[src/rtl/seq_scan_pkg.sv]
`default_nettype none
// ============================================================================
// Module      : seq_scan_pkg
// Description : Shared types and helpers for the programmable serial pattern
//               scan controller (seq_scan_ctrl / seq_pat_match).
// Revision    : 1.0 - initial release
// ============================================================================
package seq_scan_pkg;

    localparam int PAT_MAX_DEF = 8;
    localparam int CNT_W_DEF   = 8;
    localparam int TMO_W_DEF   = 16;

    // Run sequencing states
    typedef enum logic [1:0] {
        ST_IDLE = 2'd0,
        ST_ARM  = 2'd1,
        ST_SCAN = 2'd2,
        ST_DONE = 2'd3
    } state_t;

    // Force a requested pattern length into the legal range 1..pat_max
    function automatic int clamp_len(input int len, input int pat_max);
        if (len < 1) begin
            return 1;
        end else if (len > pat_max) begin
            return pat_max;
        end else begin
            return len;
        end
    endfunction

endpackage
`default_nettype wire

[src/rtl/seq_pat_match.sv]
`default_nettype none
// ============================================================================
// Module      : seq_pat_match
// Description : Serial history shifter with fill counter and length-masked
//               pattern compare. hit is combinational and describes the
//               sample being shifted in this cycle.
// Revision    : 1.0 - initial release
// ============================================================================
module seq_pat_match
    import seq_scan_pkg::*;
#(
    parameter int PAT_MAX = PAT_MAX_DEF,
    parameter int LEN_W   = $clog2(PAT_MAX + 1)
) (
    input  logic               clk,
    input  logic               rst,
    input  logic               shift,
    input  logic               clr,
    input  logic               x,
    input  logic [LEN_W-1:0]   len,
    input  logic [PAT_MAX-1:0] pattern,
    input  logic               overlap,
    output logic               hit
);

    logic [PAT_MAX-1:0] hist_q, hist_d, w_hist_next;
    logic [LEN_W-1:0]   fill_q, fill_d, w_fill_next;
    logic [PAT_MAX-1:0] w_mask;

    // Newest bit enters at bit 0
    generate
        if (PAT_MAX > 1) begin : g_hist_wide
            assign w_hist_next = {hist_q[PAT_MAX-2:0], x};
        end else begin : g_hist_one
            assign w_hist_next = x;
        end
    endgenerate

    // Fill saturates once the whole history holds valid bits
    assign w_fill_next = (fill_q >= LEN_W'(PAT_MAX)) ? fill_q : fill_q + 1'b1;

    // Only the low len bits take part in the compare
    always_comb begin
        w_mask = '0;
        for (int i = 0; i < PAT_MAX; i++) begin
            w_mask[i] = (i < 32'(len));
        end
    end

    assign hit = shift && (w_fill_next >= len) &&
                 ((w_hist_next & w_mask) == (pattern & w_mask));

    // Next history/fill: clear on arm, restart fill after a non-overlapping hit
    always_comb begin
        hist_d = hist_q;
        fill_d = fill_q;
        if (clr) begin
            hist_d = '0;
            fill_d = '0;
        end else if (shift) begin
            hist_d = w_hist_next;
            fill_d = (hit && !overlap) ? '0 : w_fill_next;
        end
    end

    // History and fill registers
    always_ff @(posedge clk or negedge rst) begin
        if (!rst) begin
            hist_q <= '0;
            fill_q <= '0;
        end else begin
            hist_q <= hist_d;
            fill_q <= fill_d;
        end
    end

endmodule
`default_nettype wire

[src/rtl/seq_scan_ctrl.sv]
`default_nettype none
// ============================================================================
// Module      : seq_scan_ctrl
// Description : Arms and sequences a programmable serial pattern detector,
//               counts matches and ends a run on target count or timeout.
//               Optional macro SEQ_SCAN_TSTAMP_EN adds first_ts, the number
//               of qualified samples from start up to the first hit.
// Revision    : 1.0 - initial release
// ============================================================================
module seq_scan_ctrl
    import seq_scan_pkg::*;
#(
    parameter int PAT_MAX = PAT_MAX_DEF,
    parameter int CNT_W   = CNT_W_DEF,
    parameter int TMO_W   = TMO_W_DEF
) (
    input  logic                         clk,
    input  logic                         rst,
    input  logic [PAT_MAX-1:0]           cfg_pattern,
    input  logic [$clog2(PAT_MAX+1)-1:0] cfg_len,
    input  logic                         cfg_overlap,
    input  logic [CNT_W-1:0]             cfg_target,
    input  logic [TMO_W-1:0]             cfg_timeout,
    input  logic                         start,
    input  logic                         abort,
    input  logic                         x,
    input  logic                         x_valid,
    output logic                         busy,
    output logic                         match,
    output logic [CNT_W-1:0]             match_cnt,
    output logic                         done,
`ifdef SEQ_SCAN_TSTAMP_EN
    output logic [TMO_W-1:0]             first_ts,
`endif
    output logic                         timeout_flag
);

    localparam int LEN_W = $clog2(PAT_MAX + 1);

    state_t             state_q, state_d;
    logic [PAT_MAX-1:0] pat_q, pat_d;
    logic [LEN_W-1:0]   len_q, len_d;
    logic               ovl_q, ovl_d;
    logic [CNT_W-1:0]   tgt_q, tgt_d;
    logic [TMO_W-1:0]   tmo_q, tmo_d;
    logic [CNT_W-1:0]   match_cnt_q, match_cnt_d;
    logic [TMO_W-1:0]   tmo_cnt_q, tmo_cnt_d;
    logic               timeout_flag_q, timeout_flag_d;
    logic               match_q, match_d;
    logic               done_q, done_d;
`ifdef SEQ_SCAN_TSTAMP_EN
    logic [TMO_W-1:0]   ts_cnt_q, ts_cnt_d;
    logic [TMO_W-1:0]   first_ts_q, first_ts_d;
    logic               hit_seen_q, hit_seen_d;
`endif

    logic               w_hit;
    logic               w_shift;
    logic               w_clr;
    logic [LEN_W-1:0]   w_len_clamped;
    logic [CNT_W-1:0]   w_cnt_inc;
    logic [TMO_W-1:0]   w_tmo_inc;
    logic               w_tgt_hit;
    logic               w_tmo_hit;

    assign w_shift       = (state_q == ST_SCAN) && x_valid;
    assign w_len_clamped = LEN_W'(clamp_len(32'(cfg_len), PAT_MAX));
    assign w_cnt_inc     = (&match_cnt_q) ? match_cnt_q : match_cnt_q + 1'b1;
    assign w_tmo_inc     = tmo_cnt_q + 1'b1;
    // Wide compare so a saturated count never aliases onto the target
    assign w_tgt_hit     = (tgt_q != '0) &&
                           (({1'b0, match_cnt_q} + 1'b1) == {1'b0, tgt_q});
    assign w_tmo_hit     = (tmo_q != '0) && (w_tmo_inc == tmo_q);

    seq_pat_match #(
        .PAT_MAX (PAT_MAX),
        .LEN_W   (LEN_W)
    ) u_pat_match (
        .clk     (clk),
        .rst     (rst),
        .shift   (w_shift),
        .clr     (w_clr),
        .x       (x),
        .len     (len_q),
        .pattern (pat_q),
        .overlap (ovl_q),
        .hit     (w_hit)
    );

    // Next-state, shadow config and counter updates; abort beats hit beats timeout
    always_comb begin
        state_d        = state_q;
        pat_d          = pat_q;
        len_d          = len_q;
        ovl_d          = ovl_q;
        tgt_d          = tgt_q;
        tmo_d          = tmo_q;
        match_cnt_d    = match_cnt_q;
        tmo_cnt_d      = tmo_cnt_q;
        timeout_flag_d = timeout_flag_q;
        match_d        = 1'b0;
        done_d         = 1'b0;
        w_clr          = 1'b0;
`ifdef SEQ_SCAN_TSTAMP_EN
        ts_cnt_d       = ts_cnt_q;
        first_ts_d     = first_ts_q;
        hit_seen_d     = hit_seen_q;
`endif
        case (state_q)
            ST_IDLE: begin
                if (start) begin
                    pat_d          = cfg_pattern;
                    len_d          = w_len_clamped;
                    ovl_d          = cfg_overlap;
                    tgt_d          = cfg_target;
                    tmo_d          = cfg_timeout;
                    match_cnt_d    = '0;
                    tmo_cnt_d      = '0;
                    timeout_flag_d = 1'b0;
                    w_clr          = 1'b1;
`ifdef SEQ_SCAN_TSTAMP_EN
                    ts_cnt_d       = '0;
                    first_ts_d     = '0;
                    hit_seen_d     = 1'b0;
`endif
                    state_d        = ST_ARM;
                end
            end
            ST_ARM: begin
                state_d = abort ? ST_IDLE : ST_SCAN;
            end
            ST_SCAN: begin
                if (abort) begin
                    state_d = ST_IDLE;
                end else begin
`ifdef SEQ_SCAN_TSTAMP_EN
                    if (x_valid && !hit_seen_q) begin
                        ts_cnt_d = ts_cnt_q + 1'b1;
                        if (w_hit) begin
                            first_ts_d = ts_cnt_q + 1'b1;
                            hit_seen_d = 1'b1;
                        end
                    end
`endif
                    if (w_hit) begin
                        match_d     = 1'b1;
                        match_cnt_d = w_cnt_inc;
                        tmo_cnt_d   = '0;
                        if (w_tgt_hit) begin
                            done_d  = 1'b1;
                            state_d = ST_DONE;
                        end
                    end else if (w_tmo_hit) begin
                        tmo_cnt_d      = w_tmo_inc;
                        timeout_flag_d = 1'b1;
                        done_d         = 1'b1;
                        state_d        = ST_DONE;
                    end else begin
                        tmo_cnt_d = w_tmo_inc;
                    end
                end
            end
            ST_DONE: begin
                state_d = ST_IDLE;
            end
            default: begin
                state_d = ST_IDLE;
            end
        endcase
    end

    // State, shadow config, counters and registered pulses
    always_ff @(posedge clk or negedge rst) begin
        if (!rst) begin
            state_q        <= ST_IDLE;
            pat_q          <= '0;
            len_q          <= '0;
            ovl_q          <= 1'b0;
            tgt_q          <= '0;
            tmo_q          <= '0;
            match_cnt_q    <= '0;
            tmo_cnt_q      <= '0;
            timeout_flag_q <= 1'b0;
            match_q        <= 1'b0;
            done_q         <= 1'b0;
`ifdef SEQ_SCAN_TSTAMP_EN
            ts_cnt_q       <= '0;
            first_ts_q     <= '0;
            hit_seen_q     <= 1'b0;
`endif
        end else begin
            state_q        <= state_d;
            pat_q          <= pat_d;
            len_q          <= len_d;
            ovl_q          <= ovl_d;
            tgt_q          <= tgt_d;
            tmo_q          <= tmo_d;
            match_cnt_q    <= match_cnt_d;
            tmo_cnt_q      <= tmo_cnt_d;
            timeout_flag_q <= timeout_flag_d;
            match_q        <= match_d;
            done_q         <= done_d;
`ifdef SEQ_SCAN_TSTAMP_EN
            ts_cnt_q       <= ts_cnt_d;
            first_ts_q     <= first_ts_d;
            hit_seen_q     <= hit_seen_d;
`endif
        end
    end

    assign busy         = (state_q == ST_ARM) || (state_q == ST_SCAN);
    assign match        = match_q;
    assign match_cnt    = match_cnt_q;
    assign done         = done_q;
    assign timeout_flag = timeout_flag_q;
`ifdef SEQ_SCAN_TSTAMP_EN
    assign first_ts     = first_ts_q;
`endif

endmodule
`default_nettype wire

[config.mk]
export PLATFORM = sky130hd
export DESIGN_NAME = seq_scan_ctrl
export DESIGN_NICKNAME = d
export VERILOG_FILES = /design/src/rtl/seq_scan_pkg.sv /design/src/rtl/seq_pat_match.sv /design/src/rtl/seq_scan_ctrl.sv
export SDC_FILE = /design/constraint.sdc
export NUM_CORES = 1
export LEC_CHECK = 0
export CORE_MARGIN = 2
export CORE_UTILIZATION = 50
export DETAILED_ROUTE_END_ITERATION = 16
export PLACE_DENSITY = 0.73
export SLEW_MARGIN = 20
export SYNTH_ARGS = -nofsm -noshare
export SYNTH_HDL_FRONTEND = slang
export SYNTH_SLANG_ARGS = --single-unit
[constraint.sdc]
create_clock -name clk -period 5 [get_ports clk]
set_input_delay 0.75 -clock clk [delete_from_list [all_inputs] [get_ports clk]]
set_output_delay 0.75 -clock clk [all_outputs]
set_load 0.01 [all_outputs]
==> summary.txt <==
Clocking
  • H-tree depth: 3
  • Max Buffers Root-to-Sink: 2
  • Root Driver: clkbuf_8
  • Cts repair resizes: 0
  • CTS clk-pin slew, worst paths: ~0.090 ns
  • Skew-Pair Late Insertion Delay: approximately 0.37 ns
  • CTS tree: built
  • CTS Buf Count: 9
  • CTS hold repair buffers: 0
  • Setup bufs post-CTS: 0
  • Sinks on Clock Net: 77

Die
  • Die H: around 100 µm
  • # IOs: 55
  • Die width: approximately 100 µm
  • # rows: 35
  • Core Area: around 0.0091 mm²
  • Die area: between 0.01 and 0.015 mm²
  • Initial Utilization: 0.507

Hold path
  • Tightest Hold Check Type: in2async

Logic synthesis
  • Synth cell types: 61
  • Number of synthesized flops with an enable pin: 0
  • Most frequent cell after synthesis: nand2_1
  • Yosys top cell by area: dfrtp_1
  • Seq/Total Area, Yosys: 0.417
  • Synth top area share: 0.417
  • Primary FF master, synth: dfrtp_1
  • Synth Area per Inst: ~8.5 µm²
  • Most instantiated cells after synthesis: 137 x nand2_1, 77 x dfrtp_1, 36 x o21ai_0, 27 x nor2_1, 25 x xnor2_1
  • Syn nets: ~600
  • Synthesized flop and latch total: 77
  • Ranking of synthesized cells by area: dfrtp_1 42%, nand2_1 11%, xnor2_1 4.7%
  • FFs w/ async S/R, synth: 1.00
  • Synth Cell Area: 0.00462 mm²
  • Mapped Cells: between 500 and 600
  • Synth Warn #: 0

Final layout
  • Area Growth Syn to Fin: 16.7%
  • Fraction of layout cells with a size suffix above 1: 0.0668
  • FILL cells: between 800 and 900
  • NumNets Final: 634
  • N_diodes: 0
  • Post-route cell area: ~0.0054 mm²

Power
  • Total power: between 2000 and 2500 µW
  • Peak supply drop: 0.000230 V
  • P_leak: between 0.002 and 0.0025 µW
  • PwrDens: 434 mW/mm²

Route
  • Via density: slightly below 6
  • Detail Route Antenna Nets: 0
  • # DRC: 0
  • DRT Wirelength: 11000 µm
  • WL per Instance: around 16 µm
  • DRT Pass-1 Iters: 5
  • Vias: a little over 4000
  • Initial drt markers: approximately 240

Place
  • Final GP Congestion: around 0.81
  • # port buffers: 54
  • Placed cell areas: between 0.005 and 0.006 mm²
  • DPL Wire Length: around 7700 µm

Timing
  • Maximum operating frequency: 0.341 GHz
  • Final slew viol count: 0
  • Slew at the pin closest to its max-slew limit: 0.972 ns
  • RSZ-0062 raised after global routing: no
  • Period Utilization, post-route: 0.586
  • Setup violations, final: 0
  • Clock skew: 0.0117 ns
  • Final hold viol count: 0
  • Setup TNS: 0 ns
  • Slew margin rel.: 0.352
  • Hold WS: between 0.5 and 0.6 ns
  • Final min period: approximately 2.9 ns

Global routing
  • Grt total ovfl: 0
  • Largest net degree at the start of global routing: between 70 and 80
  • First-pass GRT wire length: ~18000 µm
  • Vias in the first global route: approximately 3800
  • Initial antenna violation count: 0
  • GRT Util Overall: 0.228

Flow run
  • Max Cap Violations: 0

Status
  • Status: complete, no violations

Setup path
  • Kind of critical path: reg2reg
  • Crit-path max FO: 10
  • Startpoint types: flip-flop
  • Critical Path RT: 5.30 ns
  • Setup crit end kind: flip-flop
  • Data arrival time of the worst path: 3.23 ns
[cell type report]
class                      instances  area [µm²]  area share
tap                              111         139      0.0258
clock inverter                     7        80.1      0.0149
clock buffer                       9         124      0.0230
sequential                        77        1930       0.357
timing repair buffer              57         561       0.104
inverter                          20        75.1      0.0139
multi-input combinational        414        2480       0.461
[registers in the layout, summed over array words and instances, names as in the netlist, 2 cells and up]
| register | flops |
|---|---|
| pat_q | 8 |
| tmo_cnt_q | 16 |
| u_pat_match.hist_q | 7 |
| len_q | 4 |
| tmo_q | 16 |
| tgt_q | 8 |
| u_pat_match.fill_q | 4 |
| state_q | 2 |
| match_cnt | 8 |
[stage by stage]
stage	utilization	worst slack, ns	cells
after floorplan	-	2.47	544
after global placement	0.568	1.62	679
after detailed placement	0.568	1.52	679
after CTS	0.591	1.72	695
after global routing	0.592	1.77	695
final	0.592	2.07	695
[cell families after synthesis]
kind of cell | after synthesis | share of synthesized area
xor+xnor | 41 | 0.0778
simple gates | 245 | 0.252
mux | 5 | 0.0108
fa+ha+maj | 12 | 0.0325
flops | 77 | 0.417
compound gates | 111 | 0.162
buf+inv | 53 | 0.0474
[power breakdown]
part / total [µW] / leakage, µW / switching, µW / internal (µW)
registers: 973 / 0.00102 / 186 / 787
clock network: 499 / 0.000102 / 261 / 238
logic: 870 / 0.00129 / 506 / 364
[final timing paths]
path / from / end / slack [ns] / depth (start not counted)
worst max-delay path: u_pat_match.fill_q[0] / tmo_cnt_q[5] / 2.07 / 11
worst min-delay path: rst / tmo_cnt_q[8] / 0.50 / 1
worst max register to register: u_pat_match.fill_q[0] / tmo_cnt_q[5] / 2.07 / 11
worst min register to register: pat_q[7] / pat_q[7] / 0.51 / 2
max in group asynchronous: rst / tmo_q[2] / 3.83 / 1
min in group clk: pat_q[7] / pat_q[7] / 0.51 / 2
[critical path: stages, from the launching register on]
cell	delay, ns
dfrtp_1	0.47
inv_1	0.08
ha_1	0.29
mux2i_1	0.16
inv_1	0.06
ha_1	0.26
o21ai_0	0.07
a21oi_1	0.09
o21ai_1	0.41
nor2_1	0.12
nor2_1	0.59
a22o_1	0.27
[placed cells by master (no fill, tap or decap), types with 3 or more instances in the layout]
master	synthesis	final
a211oi_1	3	3
a21o_1	5	5
a21oi_1	16	15
a22o_1	9	9
a31o_2	4	4
a31oi_1	5	5
and3_1	6	6
and4_1	3	3
buf_4	3	4
clkbuf_8	0	9
clkdlybuf4s50_1	0	53
dfrtp_1	77	77
ha_1	12	12
inv_1	19	19
mux2i_1	5	5
nand2_1	137	137
nand2b_1	6	6
nand3_1	11	11
nand4_1	7	7
nor2_1	27	27
nor2b_1	4	4
nor3_1	13	12
nor3b_1	5	5
nor4_1	10	10
o2111ai_1	4	4
o211ai_1	3	3
o21ai_0	36	36
xnor2_1	25	25
xor2_1	16	16
[per-layer routing]
| layer | wire length [µm] | vias up | GRT usage |
|---|---|---|---|
| li1 | - | 1960 | - |
| met1 | 4940 | 1949 | 0.320 |
| met2 | 5190 | 157 | 0.363 |
| met3 | 656 | 20 | 0.0369 |
| met4 | 178 | 0 | 0.0769 |
| met5 | 0 | - | 0 |
Note: power is estimated with default switching activity, not from simulation.
